==> config.mk <==
export PLATFORM = sky130hd
export DESIGN_NAME = pipeline_load_ctrl
export DESIGN_NICKNAME = d
export VERILOG_FILES = /design/src/rtl/pipeline_load_ctrl_pkg.sv /design/src/rtl/load_use_detect.sv /design/src/rtl/pipeline_load_ctrl.sv
export SDC_FILE = /design/constraint.sdc
export NUM_CORES = 1
export LEC_CHECK = 0
export BUFFER_PORTS_ARGS = -buffer_cell sky130_fd_sc_hd__buf_2
export CAP_MARGIN = 20
export CORE_UTILIZATION = 29
export DETAILED_ROUTE_END_ITERATION = 8
export PLACE_DENSITY = 0.86
export SKIP_CTS_REPAIR_TIMING = 1
export SYNTH_ARGS = -nofsm -noshare
export SYNTH_HDL_FRONTEND = slang
export SYNTH_SLANG_ARGS = --single-unit
==> constraint.sdc <==
create_clock -name clk -period 1.32 [get_ports clk]
set_input_delay 0.198 -clock clk [delete_from_list [all_inputs] [get_ports clk]]
set_output_delay 0.198 -clock clk [all_outputs]
set_load 0.05 [all_outputs]
==> src/rtl/pipeline_load_ctrl_pkg.sv <==
`default_nettype none
// ============================================================================
// pipeline_load_ctrl_pkg : shared processor defines (FSM encoding, widths)
// Revision: 1.0
// ============================================================================
package pipeline_load_ctrl_pkg;

    localparam int REG_W_DEF = 5;

    typedef enum logic {
        RUN  = 1'b0,
        HALT = 1'b1
    } state_t;

endpackage
`default_nettype wire

==> src/rtl/load_use_detect.sv <==
`default_nettype none
// ============================================================================
// load_use_detect : flags an ID source that depends on a load currently in EX
// Revision: 1.0
// ============================================================================
module load_use_detect
    import pipeline_load_ctrl_pkg::*;
#(
    parameter int REG_W = REG_W_DEF
) (
    input  logic [REG_W-1:0] id_rs1,
    input  logic [REG_W-1:0] id_rs2,
    input  logic             id_rs1_used,
    input  logic             id_rs2_used,
    input  logic [REG_W-1:0] ex_rd,
    input  logic             ex_mem_read,
    output logic             load_use
);

    logic w_rs1_hit;
    logic w_rs2_hit;

    assign w_rs1_hit = id_rs1_used && (id_rs1 == ex_rd);
    assign w_rs2_hit = id_rs2_used && (id_rs2 == ex_rd);

    // x0 is hardwired zero, so a load targeting it never creates a dependency
    assign load_use = ex_mem_read && (ex_rd != '0) && (w_rs1_hit || w_rs2_hit);

endmodule
`default_nettype wire

==> src/rtl/pipeline_load_ctrl.sv <==
`default_nettype none
// ============================================================================
// pipeline_load_ctrl : pipeline register load/flush sequencing for a 5-stage
// core on a two-phase unified memory. Optional macro STALL_COUNTER_EN.
// Revision: 1.0
// ============================================================================
module pipeline_load_ctrl
    import pipeline_load_ctrl_pkg::*;
#(
    parameter int REG_W = REG_W_DEF
) (
    input  logic             clk,
    input  logic             reset,
    input  logic [REG_W-1:0] id_rs1,
    input  logic [REG_W-1:0] id_rs2,
    input  logic             id_rs1_used,
    input  logic             id_rs2_used,
    input  logic [REG_W-1:0] ex_rd,
    input  logic             ex_mem_read,
    input  logic             mem_branch_taken,
    input  logic             wb_halt,
    output logic             mem_phase,
    output logic             pc_load,
    output logic             if_id_load,
    output logic             id_ex_load,
    output logic             ex_mem_load,
    output logic             mem_wb_load,
    output logic             if_id_flush,
    output logic             id_ex_flush,
    output logic             ex_mem_flush,
    output logic             halted,
    output logic [31:0]      stall_count
);

    state_t r_state;
    state_t w_state_nxt;
    logic   r_mem_phase;
    logic   w_adv;
    logic   w_load_use;
    logic   w_bubble;

    load_use_detect #(
        .REG_W (REG_W)
    ) u_load_use_detect (
        .id_rs1      (id_rs1),
        .id_rs2      (id_rs2),
        .id_rs1_used (id_rs1_used),
        .id_rs2_used (id_rs2_used),
        .ex_rd       (ex_rd),
        .ex_mem_read (ex_mem_read),
        .load_use    (w_load_use)
    );

    always_ff @(posedge clk or posedge reset) begin
        if (reset) begin
            r_state     <= RUN;
            r_mem_phase <= 1'b0;
        end else begin
            r_state     <= w_state_nxt;
            r_mem_phase <= (r_state == RUN) ? ~r_mem_phase : 1'b0;
        end
    end

    assign w_adv     = !reset && (r_state == RUN) && r_mem_phase;
    assign mem_phase = r_mem_phase;
    assign halted    = (r_state == HALT);

    // Priority: halt request, then taken branch, then load-use bubble
    always_comb begin
        w_state_nxt  = r_state;
        w_bubble     = 1'b0;
        pc_load      = 1'b0;
        if_id_load   = 1'b0;
        id_ex_load   = 1'b0;
        ex_mem_load  = 1'b0;
        mem_wb_load  = 1'b0;
        if_id_flush  = 1'b0;
        id_ex_flush  = 1'b0;
        ex_mem_flush = 1'b0;
        if (w_adv) begin
            if (wb_halt) begin
                w_state_nxt = HALT;
            end else if (mem_branch_taken) begin
                pc_load      = 1'b1;
                if_id_load   = 1'b1;
                id_ex_load   = 1'b1;
                ex_mem_load  = 1'b1;
                mem_wb_load  = 1'b1;
                if_id_flush  = 1'b1;
                id_ex_flush  = 1'b1;
                ex_mem_flush = 1'b1;
            end else if (w_load_use) begin
                w_bubble    = 1'b1;
                id_ex_load  = 1'b1;
                ex_mem_load = 1'b1;
                mem_wb_load = 1'b1;
                id_ex_flush = 1'b1;
            end else begin
                pc_load     = 1'b1;
                if_id_load  = 1'b1;
                id_ex_load  = 1'b1;
                ex_mem_load = 1'b1;
                mem_wb_load = 1'b1;
            end
        end
    end

`ifdef STALL_COUNTER_EN
    logic [31:0] r_stall_count;

    always_ff @(posedge clk or posedge reset) begin
        if (reset) begin
            r_stall_count <= 32'd0;
        end else if (w_bubble) begin
            r_stall_count <= r_stall_count + 32'd1;
        end
    end

    assign stall_count = r_stall_count;
`else
    logic w_bubble_unused;
    assign w_bubble_unused = w_bubble;
    assign stall_count     = 32'd0;
`endif

endmodule
`default_nettype wire

**After elaboration in Yosys (flattened, before gate mapping)**

Cells that the tools add are included.

- Word-level logic and storage cells: 30
- Bits of input ports: 22
- Bits in registers: 2
- Output and inout bits: 42

- Bitwise operators: 2
- Reduce and logical (&&, ||, !) cells: 10
- Equality and inequality tests: 2
- Muxes and demuxes: 14

Operators by type and width:

| cell | count |
|---|---|
| two-way mux 1 bit | 14 |
| equality test 5 bit | 2 |
| logical AND 1 bit | 6 |
| nonzero test 5 bit | 1 |
| NOT 1 bit | 2 |
| AND reduction 2 bit | 1 |
| zero test 1 bit | 1 |
| logical OR 1 bit | 1 |

**Longest topological paths before layout**

Gate-level depths: netlist of the first run.

- Depth in word-level cells: 8
- Mapped depth: 5
- Depth with buffers taken out: 4

**Cells and area by module**

From an unflattened synthesis of the first run, not the netlist that was laid out.

- Cell total of the unflattened synthesis: 64
- Area total of the unflattened synthesis: 524.3 sq um

By module, submodules not included:

| module | sequential area each (sq um) | instances | cells an instance | area each (sq um) |
|---|---|---|---|---|
| pipeline_load_ctrl | 50.0 | 1 | 47 | 390.4 |
| load_use_detect | 0.0 | 1 | 17 | 133.9 |

**Least setup slack after synthesis of the first run**

OpenSTA, ideal clock, no wires.

- Path kind: register to output
- Start: register r_mem_phase, in the netlist mem_phase
- End: output id_ex_flush
- Setup slack: -1,803 ps
- Buffers on the path: 0
- Cell stages (with the launch flop): 4
- Data arrival time: 2,925 ps
- Required time: 1,122 ps
- Path through: dfrtp_1 -> nor4b_2 -> and2_1 -> o21bai_1

- Cells in the longest elaborated chain, start to end: 2

Ends and longest elaborated chain:

| item | line | RTL |
|---|---|---|
| start, declared | pipeline_load_ctrl.sv:37 | `logic r_mem_phase;` |
| start signal, assigned | pipeline_load_ctrl.sv:60 | `r_mem_phase <= (r_state == RUN) ? ~r_mem_phase : 1'b0;` |
| logical AND 1 bit | pipeline_load_ctrl.sv:64 | `assign w_adv = !reset && (r_state == RUN) && r_mem_phase;` |
| two-way mux 1 bit | pipeline_load_ctrl.sv:80 | `if (w_adv) begin` |
| end, declared | pipeline_load_ctrl.sv:29 | `output logic id_ex_flush,` |

No other way between the ends.

**Worst setup path in the final report of the first run**

- Start: input id_rs1[1]
- End: output if_id_load

- Cells in the longest elaborated chain, start to end: 8

Ends and longest elaborated chain:

| item | line | RTL |
|---|---|---|
| start, declared | pipeline_load_ctrl.sv:14 | `input logic [REG_W-1:0] id_rs1,` |
| equality test 5 bit | load_use_detect.sv:23 | `assign w_rs1_hit = id_rs1_used && (id_rs1 == ex_rd);` |
| logical AND 1 bit | load_use_detect.sv:23 |  |
| logical OR 1 bit | load_use_detect.sv:27 | `assign load_use = ex_mem_read && (ex_rd != '0) && (w_rs1_hit \|\| w_rs2_hit);` |
| logical AND 1 bit | load_use_detect.sv:27 |  |
| two-way mux 1 bit | pipeline_load_ctrl.sv:92 | `end else if (w_load_use) begin` |
| two-way mux 1 bit | pipeline_load_ctrl.sv:83 | `end else if (mem_branch_taken) begin` |
| two-way mux 1 bit | pipeline_load_ctrl.sv:81 | `if (wb_halt) begin` |
| two-way mux 1 bit | pipeline_load_ctrl.sv:80 |  |
| end, declared | pipeline_load_ctrl.sv:24 | `output logic if_id_load,` |

No other way between the ends.

==> results of run 1 <==
## state kept, by name (all words and copies together) (netlist names)
name	count
halted	1
mem_phase	1
## layout by cell type, fill, tap and decap left out, types with 2 or more instances in the layout
cell / count
sky130_fd_sc_hd__clkbuf_4: 3
sky130_fd_sc_hd__xor2_2: 2
sky130_fd_sc_hd__buf_6: 6
sky130_fd_sc_hd__dfrtp_2: 2
sky130_fd_sc_hd__nor4_2: 2
sky130_fd_sc_hd__buf_2: 19
sky130_fd_sc_hd__buf_8: 4
sky130_fd_sc_hd__xor2_1: 6
sky130_fd_sc_hd__xnor2_1: 2
sky130_fd_sc_hd__conb_1: 32
sky130_fd_sc_hd__buf_4: 8
## worst max-delay path: cells and delay by family
kind | cells | cell delay [ns]
buf+inv | 2 | 0.26
xor+xnor | 1 | 0.16
compound gates | 2 | 0.58
simple gates | 1 | 0.30
## stage by stage
step,cells,power [W],hold slack [ns],setup slack [ns]
2_1_floorplan,94,0.000489,-0.0521,-0.834
5_1_grt,123,0.000704,0.262,-0.431
3_5_place_dp,119,0.000507,0.0953,-0.420
6_report,123,0.000667,0.269,-0.372
3_3_place_gp,119,0.000500,0.0856,-0.367
4_1_cts,122,0.000651,-0.147,-0.444
## cells by family after synthesis
group | count (synthesis) | synth area share (%)
and+or+nand+nor | 7 | 11.1
xor gates and xnor gates | 10 | 16.9
DFF | 2 | 9.64
other | 1 | 0.722
AOI/OAI and AO/OA | 6 | 8.92
buffers and inverters | 37 | 52.8
## power by group through the flow
stage,logic [W],registers [W],clock network (W)
global route,0.000464,0.0000915,0.000149
detailed placement,0.000416,0.0000918,0
floorplan,0.000341,0.000148,0
global placement,0.000410,0.0000898,0
finish,0.000441,0.0000905,0.000135
CTS,0.000416,0.0000911,0.000144
## routing by layer
metal  vias to the layer above  track usage, %  part of all wire (%)
li1                        208               -                     -
met1                       202            8.89                    32
met2                        30            20.6                    60
met3                         2               0                   6.7
met4                         0            8.48                   1.4
met5                         -               0                     0
## final cells by class
type | count | area, um^2 | share of cell area [%]
sequential | 2 | 52.6 | 6.86
timing repair buffer | 38 | 293 | 38.2
inverter | 1 | 3.75 | 0.490
multi-input combinational | 55 | 364 | 47.5
tap | 24 | 30.0 | 3.92
clock buffer | 3 | 22.5 | 2.94
## worst min-delay path by stage
stage          slack (ns)  cells past startpoint                   to    start
6_report             0.27                      2   halted$_DFFE_PP0P_  wb_halt
5_1_grt              0.26                      2   halted$_DFFE_PP0P_  wb_halt
4_1_cts             -0.15                      2   halted$_DFFE_PP0P_    reset
3_5_place_dp          0.1                      2  mem_phase$_DFF_PP0_    reset
3_3_place_gp         0.09                      2   halted$_DFFE_PP0P_    reset
2_1_floorplan       -0.05                      1   halted$_DFFE_PP0P_    reset
==> qor.log, run 1 <==
[timing] final worst-path cycle share 128%
[critical_path] data required time of the worst path 1.12 ns
[finish] number of diodes added for antenna fixing 0
[critical_path] worst reg2reg endpoint halted$_DFFE_PP0P_
[timing] setup-violating endpoint count in the final report 8
[cts] number of buffers created by CTS 3
[detailed_routing] drt via density 3.59
[global_route] gr usage total 10.1%
[critical_path] type of the worst setup path primary input to primary output
[yosys] synth unique cells 19
[yosys] most instantiated library cell after synthesis sky130_fd_sc_hd__buf_4
[detailed_routing] router iterations before antenna repair 1
[cts] CTS sink cnt 2
[run] max cap viols 0
[critical_path] launch point of the worst path id_rs1[1]
[power_and_ir_drop] portion of total power attributed to combinational logic 66.2%
[global_route] Overflow after GRT 0
[die] die width 44.3 um
[critical_path] FF-to-FF setup slack 0.45 ns
[yosys] Commonest cells post-synth 36 x sky130_fd_sc_hd__buf_4, 8 x sky130_fd_sc_hd__xor2_1, 2 x sky130_fd_sc_hd__dfrtp_1, 2 x sky130_fd_sc_hd__xnor2_1
[yosys] Mapped Cells 63
[yosys] Seq cells post-synth 2
[cts] clk_lat worst skew 0.22 ns
[timing] number of max-slew violations in the final report 0
[critical_path] worst-case reg-to-reg path depth 2
[die] height of the die 44.3 um
[global_route] vias in the first global route 409
[yosys] Yosys warning count 0
[power_and_ir_drop] switch share 57.0%
[timing] Post-Route Skew 0.000536 ns
[timing] Setup TNS Final -2.19 ns
[finish] post-layout utilization of the core 48.0%
[finish] number of fill cells in the layout 149
[outcome] outcome finished, violations left
[critical_path] worst r2r src halted$_DFFE_PP0P_
[power_and_ir_drop] Pwr Density 871 nW/um^2
[cts] register clock-pin slew on the reported worst setup and hold paths 0.03 ns
[cts] number of levels in the clock H-tree 1
[yosys] mean area per synthesized cell 8.24 um^2
[critical_path] startpoint type of the worst setup path primary input
[die] number of top-level design ports 64
[place] Cell Area, Placed 629 um^2
[die] starting utilization of the core area 32.6%
[cts] CTS Buffer Depth 2
[critical_path] maximum cell stage delay along the critical path 0.40 ns
[yosys] number of enable flip-flop cells after synthesis 0
[place] Port-buffer cells 31
[power_and_ir_drop] fraction of power consumed by sequential logic 13.6%
[die] Placeable Area 1590 um^2
[finish] total number of nets in the final design 123
[yosys] proportion of netlist area held by the largest area contributor 52.0%
[hold_path] path type of the worst min-delay path primary input to flip-flop
[cts] TritonCTS clock tree done
[power_and_ir_drop] net switching power of the design 0.000380 W
[power_and_ir_drop] clock network fraction of total power 20.2%
[power_and_ir_drop] worst vdd rail ir drop 560 uV
[die] total number of placement rows 14
[place] detailed placement HPWL 900 um
[cts] CTS root buffer sky130_fd_sc_hd__clkbuf_4
[critical_path] Slowest-stage cell, CP sky130_fd_sc_hd__o31a_4
[power_and_ir_drop] leakage power summed over all cells 0.402 nW
[timing] Final Worst Setup Slack -0.372 ns
[timing] final count of hold timing violations 0
[global_route] pin count of the biggest net entering global routing 5
[place] placer congestion estimate 0.677
[detailed_routing] total vias in the final route 442
[finish] area growth from synthesis to final layout 47.5%
[finish] share of final-layout standard cells stronger than drive strength 1 51.5%
[critical_path] sequence of cells on the critical path buf_6, xor2_2, nor4_2, a32oi_1, o31a_4, buf_6
[global_route] wire length of the first global-routing pass 1.48 mm
[critical_path] CP arrival 1.49 ns
[yosys] commonest register cell after synthesis sky130_fd_sc_hd__dfrtp_1
[yosys] sequential-to-total area share from yosys stat 9.64%
[detailed_routing] DR WL/cell 9.28 um
[detailed_routing] total wire length after detailed routing 1.14 mm
[detailed_routing] ANT nets after route 0
[critical_path] critical path capture point if_id_load
[detailed_routing] remaining routing DRC violations 0
[detailed_routing] First DRT Iteration DRCs 0
[timing] Fmax achieved 591 MHz
[yosys] largest cells by area after synthesis sky130_fd_sc_hd__buf_4 52%, sky130_fd_sc_hd__xor2_1 13%, sky130_fd_sc_hd__dfrtp_1 9.6%
[critical_path] most common cell type on the critical path sky130_fd_sc_hd__buf_6
[timing] setup repair after global routing missed its margin true
[finish] cell area after layout 766 um^2
[power_and_ir_drop] Internal Power 0.000287 W
[timing] final period demand of the worst path 1.69 ns
[outcome] failing checks negative setup slack
[die] area of the die 1960 um^2
[yosys] cell taking the most area after synthesis sky130_fd_sc_hd__buf_4
[yosys] fraction of registers with async set or reset after synthesis 100%
[critical_path] worst-path fanout max 2
[yosys] mapped cell area 519 um^2
[critical_path] Crit. End Element primary output
[global_route] number of antenna violations at the first check in global routing 0
Note: power is estimated with default switching activity, not from simulation.
==> run 2: changes to the inputs <==
--- a/config.mk
+++ b/config.mk
@@ -10,7 +10,6 @@
 export CORE_UTILIZATION = 29
 export DETAILED_ROUTE_END_ITERATION = 8
 export PLACE_DENSITY = 0.86
-export SKIP_CTS_REPAIR_TIMING = 1
 export SYNTH_ARGS = -nofsm -noshare
 export SYNTH_HDL_FRONTEND = slang
 export SYNTH_SLANG_ARGS = --single-unit
==> run 2 against run 1 <==
Compared with the run above:
- the flow still finishes with violations (negative setup slack)
- non-clock buffer count up 1
- first-iteration DRC count unchanged
- global-route usage up 2.3 points
- sequential power about the same
- fmax up 0.14%
- via count up 0.90%
- final cell count up 0.81%
- critical path type unchanged
- critical endpoint is now pc_load
- largest power group unchanged
==> qor.log, run 2 (same netlist as run 1, synthesis figures left out) <==
[outcome] outcome finished, violations left
[outcome] failing checks negative setup slack
[cts] TritonCTS clock tree done
[place] pre-CTS setup slack -0.420 ns
[timing] final count of hold timing violations 0
[finish] area growth from synthesis to final layout 60.5%
[global_route] vias in the first global route 447
[critical_path] CP arrival 1.49 ns
[power_and_ir_drop] leakage power summed over all cells 0.423 nW
[global_route] pin count of the biggest net entering global routing 5
[timing] Setup TNS Final -1.89 ns
[power_and_ir_drop] net switching power of the design 0.000384 W
[detailed_routing] total wire length after detailed routing 1.23 mm
[timing] setup-violating endpoint count in the final report 8
[cts] register clock-pin slew on the reported worst setup and hold paths 0.03 ns
[place] detailed placement HPWL 900 um
[detailed_routing] total vias in the final route 446
[detailed_routing] router iterations before antenna repair 1
[die] number of top-level design ports 64
[detailed_routing] First DRT Iteration DRCs 0
[power_and_ir_drop] portion of total power attributed to combinational logic 66.8%
[power_and_ir_drop] fraction of power consumed by sequential logic 13.3%
[die] area of the die 1960 um^2
[die] starting utilization of the core area 32.6%
[cts] CTS root buffer sky130_fd_sc_hd__clkbuf_4
[place] Port-buffer cells 31
[timing] worst hold slack across all endpoints 0.268 ns
[power_and_ir_drop] switch share 56.4%
[timing] Final Worst Setup Slack -0.369 ns
[cts] CTS sink cnt 2
[die] die width 44.3 um
[hold_path] path type of the worst min-delay path primary input to flip-flop
[finish] commonest cells after routing, fill and taps aside 32 x sky130_fd_sc_hd__conb_1, 16 x sky130_fd_sc_hd__buf_2, 9 x sky130_fd_sc_hd__buf_8
[power_and_ir_drop] worst vdd rail ir drop 559 uV
[power_and_ir_drop] Internal Power 0.000298 W
[critical_path] FF-to-FF setup slack 0.45 ns
[die] total number of placement rows 14
[finish] number of fill cells in the layout 145
[power_and_ir_drop] Pwr Density 818 nW/um^2
[global_route] number of antenna violations at the first check in global routing 0
[critical_path] worst reg2reg endpoint halted$_DFFE_PP0P_
[finish] share of final-layout standard cells stronger than drive strength 1 54.0%
[global_route] Overflow after GRT 0
[cts] clk_lat worst skew 0.22 ns
[die] height of the die 44.3 um
[critical_path] startpoint type of the worst setup path primary input
[timing] final period demand of the worst path 1.69 ns
[critical_path] launch point of the worst path id_rs1[3]
[power_and_ir_drop] clock network fraction of total power 19.9%
[cts] CTS Buffer Depth 2
[finish] most common library cell in the layout ignoring fill and taps sky130_fd_sc_hd__conb_1
[finish] number of diodes added for antenna fixing 0
[critical_path] type of the worst setup path primary input to primary output
[finish] total number of nets in the final design 124
[critical_path] worst-case reg-to-reg path depth 2
[detailed_routing] remaining routing DRC violations 0
[critical_path] data required time of the worst path 1.12 ns
[cts] number of levels in the clock H-tree 1
[place] placer congestion estimate 0.677
[global_route] gr usage total 12.4%
[timing] setup repair after global routing missed its margin true
[detailed_routing] ANT nets after route 0
[detailed_routing] drt via density 3.60
[detailed_routing] DR WL/cell 9.93 um
[timing] number of max-slew violations in the final report 0
[global_route] wire length of the first global-routing pass 1.79 mm
[critical_path] worst-path fanout max 2
[die] Placeable Area 1590 um^2
[critical_path] worst r2r src halted$_DFFE_PP0P_
[critical_path] critical path capture point pc_load
[cts] number of buffers created by CTS 3
[timing] Post-Route Skew 0.000131 ns
[critical_path] Crit. End Element primary output
[timing] Fmax achieved 592 MHz
[run] max cap viols 0
[timing] final worst-path cycle share 128%
==> run 2: changes by cell type in the layout (fill, tap and decap cells not counted) <==
| cell | before | now |
|---|---|---|
| sky130_fd_sc_hd__buf_8 | 4 | 9 |
| sky130_fd_sc_hd__buf_2 | 19 | 16 |
| sky130_fd_sc_hd__xor2_1 | 6 | 4 |
| sky130_fd_sc_hd__xor2_2 | 2 | 4 |
| sky130_fd_sc_hd__buf_4 | 8 | 7 |
==> run 2: timing repair <==
action	4_1_cts	5_1_grt
hold buffers	1	0
setup buffers	1	1
setup endpoints to repair	8	8
pin swaps	7	6
resized for setup	29	12
endpoints found under the hold margin	2	0
==> run 2: cell type report <==
cell class	instances	area [um^2]	area share, %
multi-input cells	55	379	45.5
repair buffers	39	345	41.4
flip-flops and latches	2	52.6	6.31
well taps	24	30.0	3.60
clock buffers	3	22.5	2.70
inverters	1	3.75	0.450
==> run 2: worst min path at each step <==
stage / start / to / slack [ns] / cells past startpoint
after global routing: wb_halt / halted$_DFFE_PP0P_ / 0.26 / 2
after CTS: wb_halt / halted$_DFFE_PP0P_ / 0.26 / 2
after floorplan: reset / halted$_DFFE_PP0P_ / -0.05 / 1
after global placement: reset / halted$_DFFE_PP0P_ / 0.09 / 2
final: wb_halt / halted$_DFFE_PP0P_ / 0.27 / 2
after detailed placement: reset / mem_phase$_DFF_PP0_ / 0.1 / 2
==> run 2: routing by layer <==
metal | global-route usage (%) | up-vias | part of all wire (%) | wire length [um]
li1 | - | 209 | - | -
met1 | 12.2 | 205 | 30 | 369
met2 | 25.9 | 30 | 62 | 763
met3 | 0.408 | 2 | 5.8 | 71
met4 | 5.45 | 0 | 2.2 | 27
met5 | 0 | - | 0 | 0
==> run 2: power by group through the flow <==
stage	registers (W)	clock network, W	logic (W)
6_report	0.0000908	0.000135	0.000456
2_1_floorplan	0.000148	0	0.000341
4_1_cts	0.0000911	0.000144	0.000440
5_1_grt	0.0000916	0.000149	0.000478
3_5_place_dp	0.0000918	0	0.000416
3_3_place_gp	0.0000898	0	0.000410
==> run 2: metrics by stage <==
step | utilization [%] | total power (W) | cells | instance area, um^2
3_3_place_gp | 39.5 | 0.000500 | 119 | 629
5_1_grt | 52.3 | 0.000718 | 124 | 833
3_5_place_dp | 39.5 | 0.000507 | 119 | 629
4_1_cts | 48.5 | 0.000676 | 123 | 773
6_report | 52.3 | 0.000682 | 124 | 833
2_1_floorplan | - | 0.000489 | 94 | 684
==> run 2: critical path, stage by stage <==
cell and delay [ns]:
sky130_fd_sc_hd__buf_6 0.10, sky130_fd_sc_hd__xor2_2 0.17, sky130_fd_sc_hd__nor4_2 0.31, sky130_fd_sc_hd__a32oi_1 0.18, sky130_fd_sc_hd__o31a_4 0.38, sky130_fd_sc_hd__buf_8 0.16
==> run 3: changes to the inputs <==
--- a/config.mk
+++ b/config.mk
@@ -9,7 +9,9 @@
 export CAP_MARGIN = 20
 export CORE_UTILIZATION = 29
 export DETAILED_ROUTE_END_ITERATION = 8
-export PLACE_DENSITY = 0.86
+export MAX_ROUTING_LAYER = met4
+export PLACE_DENSITY = 0.76
+export RECOVER_POWER = 100
 export SYNTH_ARGS = -nofsm -noshare
 export SYNTH_HDL_FRONTEND = slang
 export SYNTH_SLANG_ARGS = --single-unit
==> run 3 against run 2 <==
Compared with the run above:
- the flow still finishes with violations (negative setup slack)
- final area fell by 7.1%
- non-clock buffer count did not move
- first-iteration DRC count rose by 4
- critical endpoint is now id_ex_flush
==> qor.log, run 3 (same netlist as run 1, synthesis figures left out) <==
[outcome] outcome finished, violations left
[outcome] failing checks negative setup slack
[detailed_routing] remaining routing DRC violations 0
[critical_path] type of the worst setup path flip-flop to primary output
[power_and_ir_drop] Pwr Density 859 nW/um^2
[timing] final count of hold timing violations 0
[place] detailed placement HPWL 896 um
[detailed_routing] ANT nets after route 0
[critical_path] depth of the critical timing path with buffers and inverters included 4
[critical_path] Slowest-stage cell, CP sky130_fd_sc_hd__dfrtp_2
[detailed_routing] drt via density 3.56
[critical_path] maximum cell stage delay along the critical path 0.41 ns
[critical_path] family of cells with the greatest summed delay on the critical path flip-flops
[timing] Fmax achieved 612 MHz
[cts] number of levels in the clock H-tree 1
[finish] most common library cell in the layout ignoring fill and taps sky130_fd_sc_hd__conb_1
[global_route] number of antenna violations at the first check in global routing 0
[timing] setup-violating endpoint count in the final report 8
[critical_path] FF-to-FF setup slack 0.44 ns
[place] instance count after placement with tap cells included 119
[die] Placeable Area 1590 um^2
[place] Port-buffer cells 31
[global_route] Overflow after GRT 0
[global_route] gr usage total 11.8%
[global_route] vias in the first global route 430
[critical_path] sequence of cells on the critical path nor4b_4, o211ai_1, o21bai_4, buf_8
[cts] register clock-pin slew on the reported worst setup and hold paths 0.03 ns
[global_route] pin count of the biggest net entering global routing 4
[finish] share of final-layout standard cells stronger than drive strength 1 50.0%
[cts] clk_lat worst skew 0.22 ns
[timing] setup repair after global routing missed its margin true
[critical_path] worst r2r src halted$_DFFE_PP0P_
[critical_path] worst-path fanout max 3
[finish] commonest cells after routing, fill and taps aside 32 x sky130_fd_sc_hd__conb_1, 19 x sky130_fd_sc_hd__buf_2, 8 x sky130_fd_sc_hd__buf_6
[die] total number of placement rows 14
[die] starting utilization of the core area 32.6%
[detailed_routing] total vias in the final route 441
[detailed_routing] total wire length after detailed routing 1.11 mm
[finish] total number of nets in the final design 124
[finish] final standard cell count with taps included and fillers excluded 124
[cts] CTS root buffer sky130_fd_sc_hd__clkbuf_4
[critical_path] worst reg2reg endpoint halted$_DFFE_PP0P_
[die] die width 44.3 um
[hold_path] hold endpoint halted$_DFFE_PP0P_
[detailed_routing] router iterations before antenna repair 4
[hold_path] Hold Path Cell Cnt 2
[finish] area growth from synthesis to final layout 49.2%
[critical_path] data required time of the worst path 1.12 ns
[global_route] wire length of the first global-routing pass 1.65 mm
[critical_path] crit path buf inv count 1
[critical_path] CP arrival 1.44 ns
[timing] Final Worst Setup Slack -0.315 ns
[timing] worst hold slack across all endpoints 0.275 ns
[hold_path] source of the worst hold timing path wb_halt
[die] area of the die 1960 um^2
[timing] number of max-slew violations in the final report 0
[detailed_routing] First DRT Iteration DRCs 4
[die] height of the die 44.3 um
[power_and_ir_drop] worst vdd rail ir drop 439 uV
[hold_path] path type of the worst min-delay path primary input to flip-flop
[critical_path] startpoint type of the worst setup path flip-flop
[cts] CTS Buffer Depth 2
[die] number of top-level design ports 64
[critical_path] Crit. End Element primary output
[cts] TritonCTS clock tree done
[timing] final period demand of the worst path 1.64 ns
[detailed_routing] DR WL/cell 8.92 um
[cts] CTS sink cnt 2
[critical_path] worst-case reg-to-reg path depth 2
[timing] final worst-path cycle share 124%
[place] placer congestion estimate 0.609
[timing] Post-Route Skew 0.00400 ns
[finish] number of diodes added for antenna fixing 0
[run] max cap viols 0
[power_and_ir_drop] leakage power summed over all cells 0.408 nW
[cts] number of buffers created by CTS 3
run 3: cell count changes in the layout (fill, tap and decap cells not counted):
cell,before,now
sky130_fd_sc_hd__buf_2,16,19
sky130_fd_sc_hd__buf_4,7,6
sky130_fd_sc_hd__buf_6,6,8
sky130_fd_sc_hd__buf_8,9,5
sky130_fd_sc_hd__nor4_1,0,1
sky130_fd_sc_hd__nor4_2,2,1
sky130_fd_sc_hd__xor2_1,4,7
sky130_fd_sc_hd__xor2_2,4,1
run 3: how the worst max path moves through the flow:
stage | end | from
2_1_floorplan | id_ex_flush | mem_phase$_DFF_PP0_
3_3_place_gp | if_id_load | ex_rd[1]
3_5_place_dp | if_id_load | ex_rd[1]
4_1_cts | id_ex_flush | halted$_DFFE_PP0P_
5_1_grt | id_ex_flush | halted$_DFFE_PP0P_
6_report | id_ex_flush | halted$_DFFE_PP0P_
run 3: worst register-to-register path: stages, from the launching register on:
cell and delay (ns):
sky130_fd_sc_hd__dfrtp_2 0.41, sky130_fd_sc_hd__buf_4 0.14, sky130_fd_sc_hd__a31o_2 0.21
run 3: power by group:
group | internal, W | switching, W | leakage [nW]
logic | 0.000109 | 0.000331 | 0.373
registers | 0.0000791 | 0.0000123 | 0.0211
clock network | 0.000100 | 0.0000338 | 0.0138
total | 0.000289 | 0.000377 | 0.408
run 3: what timing repair did:
action                                  4_1_cts  5_1_grt
cloned                                        0        0
hold endpoints to repair                      2        0
endpoints found under the setup margin        8        8
pin swaps                                     8        0
hold buffers                                  1        0
buffers inserted                              1        0
gates resized for setup                      23        5
run 3: cell type report:
cell class / count / area, um^2
fillers: 156 / 820
multi-input cells: 55 / 350
repair buffers: 39 / 315
flip-flops and latches: 2 / 52.6
well taps: 24 / 30.0
clock buffers: 3 / 22.5
inverters: 1 / 3.75
run 3: per-stage QoR:
stage	TNS (ns)	setup slack (ns)	util, %	cell area [um^2]	total power [W]
finish	-1.80	-0.315	48.6	774	0.000666
global route	-2.43	-0.432	48.6	774	0.000699
CTS	-1.94	-0.344	47.4	756	0.000672
detailed placement	-1.11	-0.366	39.5	629	0.000509
global placement	-1.11	-0.385	39.5	629	0.000503
floorplan	-4.65	-0.834	-	684	0.000489
run 3: metal layers:
layer / wire length (um) / part of all wire [%] / track usage, %
met1: 352 / 32 / 9.73
met2: 686 / 62 / 23.8
met3: 68 / 6.1 / 1.63
met4: 0 / 0 / 7.27
met5: 0 / 0 / -
